==> config.mk <==
export PLATFORM = sky130hd
export DESIGN_NAME = ram_access_ctrl
export DESIGN_NICKNAME = d
export VERILOG_FILES = /design/src/rtl/ram_access_ctrl.sv
export SDC_FILE = /design/constraint.sdc
export NUM_CORES = 1
export LEC_CHECK = 0
export BUFFER_PORTS_ARGS = -buffer_cell sky130_fd_sc_hd__buf_2
export CAP_MARGIN = 30
export CORE_ASPECT_RATIO = 0.6
export CORE_MARGIN = 3
export CORE_UTILIZATION = 40
export CTS_BUF_LIST = sky130_fd_sc_hd__clkbuf_8
export DETAILED_ROUTE_END_ITERATION = 7
export GPL_ROUTABILITY_DRIVEN = 0
export PLACE_DENSITY = 0.74
export RECOVER_POWER = 100
export SYNTH_ARGS = -nofsm -noshare
export SYNTH_HDL_FRONTEND = slang
export SYNTH_SLANG_ARGS = --single-unit
==> constraint.sdc <==
create_clock -name clock -period 2.3 [get_ports clock]
set_input_delay 0 -clock clock [delete_from_list [all_inputs] [get_ports clock]]
set_output_delay 0 -clock clock [all_outputs]
set_load 0.02 [all_outputs]
==> src/rtl/ram_access_ctrl.sv <==
// CPU-to-RAM access sequencer: latches one request in IDLE, runs a single WRITE
// cycle or a READ_LAT-cycle READ, then pulses cpu_ack from DONE.
module ram_access_ctrl #(
  parameter int unsigned ADDR_W   = 16,
  parameter int unsigned DATA_W   = 16,
  parameter int unsigned READ_LAT = 1
) (
  input  logic              clock,
  input  logic              reset,
  input  logic              cpu_req,
  input  logic              cpu_we,
  input  logic [ADDR_W-1:0] cpu_addr,
  input  logic [DATA_W-1:0] cpu_wdata,
  output logic              cpu_ack,
  output logic [DATA_W-1:0] cpu_rdata,
  output logic              busy,
  output logic [ADDR_W-1:0] ram_address,
  output logic [DATA_W-1:0] ram_data_out,
  output logic              ram_rw,
  input  logic [DATA_W-1:0] ram_data_in,
  output logic [DATA_W-1:0] data_debug,
  output logic [15:0]       debug_count
);

  typedef enum logic [1:0] {IDLE, WRITE, READ, DONE} state_t;

  localparam logic [1:0] LAST_WAIT = 2'(READ_LAT - 1);

  state_t              state_q, state_d;
  logic [1:0]          wait_q, wait_d;
  logic [ADDR_W-1:0]   addr_q, addr_d;
  logic [DATA_W-1:0]   wdata_q, wdata_d;
  logic [DATA_W-1:0]   rdata_q, rdata_d;
  logic [15:0]         debug_count_q, debug_count_d;

  // The direction is carried by the state itself, so cpu_we needs no flop.
  always_comb begin
    state_d       = state_q;
    wait_d        = wait_q;
    addr_d        = addr_q;
    wdata_d       = wdata_q;
    rdata_d       = rdata_q;
    debug_count_d = debug_count_q;
    case (state_q)
      IDLE: begin
        if (cpu_req) begin
          addr_d  = cpu_addr;
          wdata_d = cpu_wdata;
          wait_d  = '0;
          state_d = cpu_we ? WRITE : READ;
        end
      end
      WRITE: begin
        debug_count_d = debug_count_q + 16'd1;
        state_d       = DONE;
      end
      READ: begin
        if (wait_q == LAST_WAIT) begin
          rdata_d       = ram_data_in;
          debug_count_d = debug_count_q + 16'd1;
          state_d       = DONE;
        end else begin
          wait_d = wait_q + 2'd1;
        end
      end
      DONE:    state_d = IDLE;
      default: state_d = IDLE;
    endcase
  end

  always_ff @(posedge clock or negedge reset) begin
    if (!reset) begin
      state_q       <= IDLE;
      wait_q        <= '0;
      addr_q        <= '0;
      wdata_q       <= '0;
      rdata_q       <= '0;
      debug_count_q <= '0;
    end else begin
      state_q       <= state_d;
      wait_q        <= wait_d;
      addr_q        <= addr_d;
      wdata_q       <= wdata_d;
      rdata_q       <= rdata_d;
      debug_count_q <= debug_count_d;
    end
  end

  // Strobes decode straight from the state flop so reset clears them at once.
  assign cpu_ack      = (state_q == DONE);
  assign busy         = (state_q != IDLE);
  assign ram_rw       = (state_q == WRITE);
  assign ram_address  = addr_q;
  assign ram_data_out = wdata_q;
  assign cpu_rdata    = rdata_q;
  assign data_debug   = rdata_q;
  assign debug_count  = debug_count_q;

endmodule

==> qor.csv <==
stage;metric;value;unit
critical_path;crit_path_end_kind;register;
critical_path;startpoint;state_q[0];
pwr;p_comb_share;46.6;%
route;wl_per_cell;15.3;um
pwr;p_per_area;1340;nW/um^2
timing;fin_ws;0.375;ns
global_routing;grt_overflow_total;0;
critical_path;path_buf_inv;1;
critical_path;worstSetupPathType;reg2reg;
flow_run;cap_violations;1;
global_routing;grt_usage;17.6;%
cells_and_area;diodes;0;
pwr;swShare;43.6;%
route;dr.max_layer_used;met4;
route;met2_length;3570;um
route;drt_iter0_drc;77;
timing;relSlewSlack;-7.68;%
global_routing;grt_pass1_vias;2292;
cells_and_area;layout.nets;450;
synthesis;synth_warnings;0;
global_routing;antenna_found_initial;0;
clock_network;cts_resized;0;
floorplan;die_height;72.4;um
clock_network;htreeDepth;3;
critical_path;cp.depth;6;
pwr;p_switching;2.44;mW
cells_and_area;post_route_cells_drive_above_1_share;29.8;%
critical_path;critPathRequiredTime;2.56;ns
synthesis;seq_area_frac_synth;57.9;%
timing;hold_viol_final;0;
timing;setup_viol;0;
timing;fmax;519;MHz
cells_and_area;area_growth_syn_to_layout;42.3;%
pwr;cellInternalPower;3.16;mW
timing;worst_pin_slew;1.62;ns
place;port_buffers;134;
floorplan;start_util;42.6;%
clock_network;clock_latency;0.34;ns
floorplan;rows;23;
pwr;p_seq_share;37.3;%
route;vias;2269;
global_routing;grt_pass1_wl;11300;um
route;via_per_inst;4.70;
critical_path;path_cells;inv_1, ha_1, mux2_1, nand4_4, nor4_4, xor2_1;
critical_path;r2r-start;state_q[0];
floorplan;io_pins;135;
critical_path;cp_data_arrival_time;2.19;ns
timing;finalCritPeriodShare;83.7;%
synthesis;netlist_area;2940;um^2
critical_path;cp_slowest_stage_delay;0.44;ns
route;wl_met3;597;um
clock_network;cts_setup_buffers;0;
critical_path;rr_worst_depth;6;
clock_network;cts_made_buffers;9;
hold_path;hold_path_class;in2reg;
critical_path;r2r_end;debug_count[14];
timing;rsz0062_at_grt;false;
synthesis;netlist_instances;214;
route;drt-pass1-iter-count;4;
clock_network;cts_tree;done;
synthesis;synth.ff_latch_count;68;
synthesis;synth_fp_nets;273;
global_routing;grt_start_max_net_pins;41;
place;dp_hpwl;4810;um
timing;period_minus_slack;1.93;ns
cells_and_area;final_util;60.6;%
cells_and_area;multi_input_area;1060;um^2
floorplan;core;6910;um^2
timing;clock_skew;0.00877;ns
route;drcViolationCount;0;
place;place_ws;0.507;ns
critical_path;cpMaxStageDelayCell;mux2_1;
pwr;power;5.60;mW
timing;drv_slew;29;
status;violations;capacitance limit, slew limit;
critical_path;rrSetupSlack;0.37;ns
clock_network;path_clk_slew;0.07;ns
synthesis;ys_types;23;
status;outcome;finished, violations left;
route;routed_wl;7380;um
pwr;irDropWorstVdd;0.643;mV
floorplan;fp.dieArea;8450;um^2
clock_network;clk_path_buf_depth;2;
critical_path;crit_end;debug_count[14];
route;detail-route-antenna-nets;0;
clock_network;cts_sinks;68;
cells_and_area;ff_latch_area;1700;um^2
critical_path;start_kind;register;
clock_network;ctsHoldBuffers;50;
pwr;leakage;1.88;nW
clock_network;cts_root_buf;clkbuf_8;
timing;setup_tns;0;ns
route;wl_met1;3110;um
floorplan;die_x;117;um
synthesis;syn_avg_cell_area;13.7;um^2
critical_path;path_max_fanout;9;
pwr;pwr-share-clk;16.2;%
cells_and_area;fillers;618;
critical_path;crit_family;simple AND/OR/NAND/NOR gates;
-- metal layers --
metal | vias to the layer above | global-route usage [%]
met5 | - | 0
met4 | 0 | 6.36
met3 | 11 | 6.58
met2 | 107 | 29.2
met1 | 1072 | 21.1
li1 | 1079 | -
-- flip-flops by register name (all words and copies together), names as in the netlist --
name          flops
cpu_rdata        16
debug_count      16
ram_address      16
ram_data_out     16
state_q           2
wait_q            2
-- per-stage QoR --
step / hold WS, ns / instances / area [um^2]
finish: 0.0989 / 483 / 4190
global route: 0.148 / 483 / 4190
CTS: 0.0755 / 483 / 4300
detailed placement: 0.0781 / 417 / 3610
global placement: 0.0723 / 417 / 3610
floorplan: -0.296 / 214 / 2940
-- worst reg2reg max path, delay by kind of cell (launching register included) --
kind,cells,cell delay [ns]
xor gates and xnor gates,1,0.16
muxes,1,0.44
DFF,1,0.40
buffers and inverters,1,0.10
adders and majority gates,1,0.28
and+or+nand+nor,2,0.47
-- logic make-up after synthesis --
group           Yosys count  synth area share, %
compound gates            9                 1.70
xor+xnor                 15                 4.47
fa+ha+maj                 7                 2.98
buf+inv                  28                 5.92
flops                    68                 57.9
mux                      52                 20.0
simple gates             35                 7.11
-- synth_stat cells, drive strengths merged --
library cell / number / area share, %
dfrtp: 68 / 58
mux2: 50 / 19
buf: 21 / 5.0
nand2: 10 / 1.3
xnor2: 9 / 2.7
nand4: 8 / 2.2
ha: 7 / 3.0
inv: 7 / 0.89
nor2: 6 / 0.77
xor2: 6 / 1.8
o21ai: 5 / 0.85
a21oi: 2 / 0.34
a22oi: 2 / 0.51
and3: 2 / 0.43
and4: 2 / 0.60
mux2i: 2 / 0.68
nand3: 2 / 0.34
nor2b: 2 / 0.43
nor3: 2 / 0.34
nor4: 1 / 0.72
-- how the worst min path moves through the flow --
stage | startpoint | slack (ns) | cells past startpoint | endpoint
floorplan | reset | -0.30 | 0 | cpu_rdata[0]
finish | cpu_req | 0.1 | 4 | wait_q[0]
detailed placement | reset | 0.08 | 1 | debug_count[13]
global placement | reset | 0.07 | 1 | ram_address[8]
CTS | cpu_req | 0.08 | 4 | wait_q[0]
global route | cpu_req | 0.15 | 4 | wait_q[0]
-- power groups by stage --
| stage | clock network (mW) | logic (mW) | registers (mW) |
|---|---|---|---|
| after CTS | 0.942 | 2.82 | 2.05 |
| final | 0.906 | 2.61 | 2.08 |
| after global placement | 0 | 2.71 | 2.04 |
| after detailed placement | 0 | 2.75 | 2.07 |
| after global routing | 0.993 | 2.82 | 2.16 |
| after floorplan | 0 | 1.40 | 2.65 |
-- placed cells by master (no fill, tap or decap), types with 5 or more instances in the layout --
cell type      count
dfrtp_1           68
nor2_1             6
nand2_1           10
buf_2             50
xor2_1             6
dlygate4sd3_1     50
nand4_1            7
xnor2_1            9
mux2_2            48
o21ai_0            5
inv_1              8
clkbuf_8          12
clkbuf_1          84
ha_1               7
-- cell type report --
cell class	instances	share of cell area (%)
flip-flops and latches	68	40.7
repair buffers	187	26.2
multi-input cells	118	25.4
clock buffers	12	3.95
well taps	87	2.60
inverters	7	0.628
clock inverters	4	0.568
Note: power is estimated with default switching activity, not from simulation.
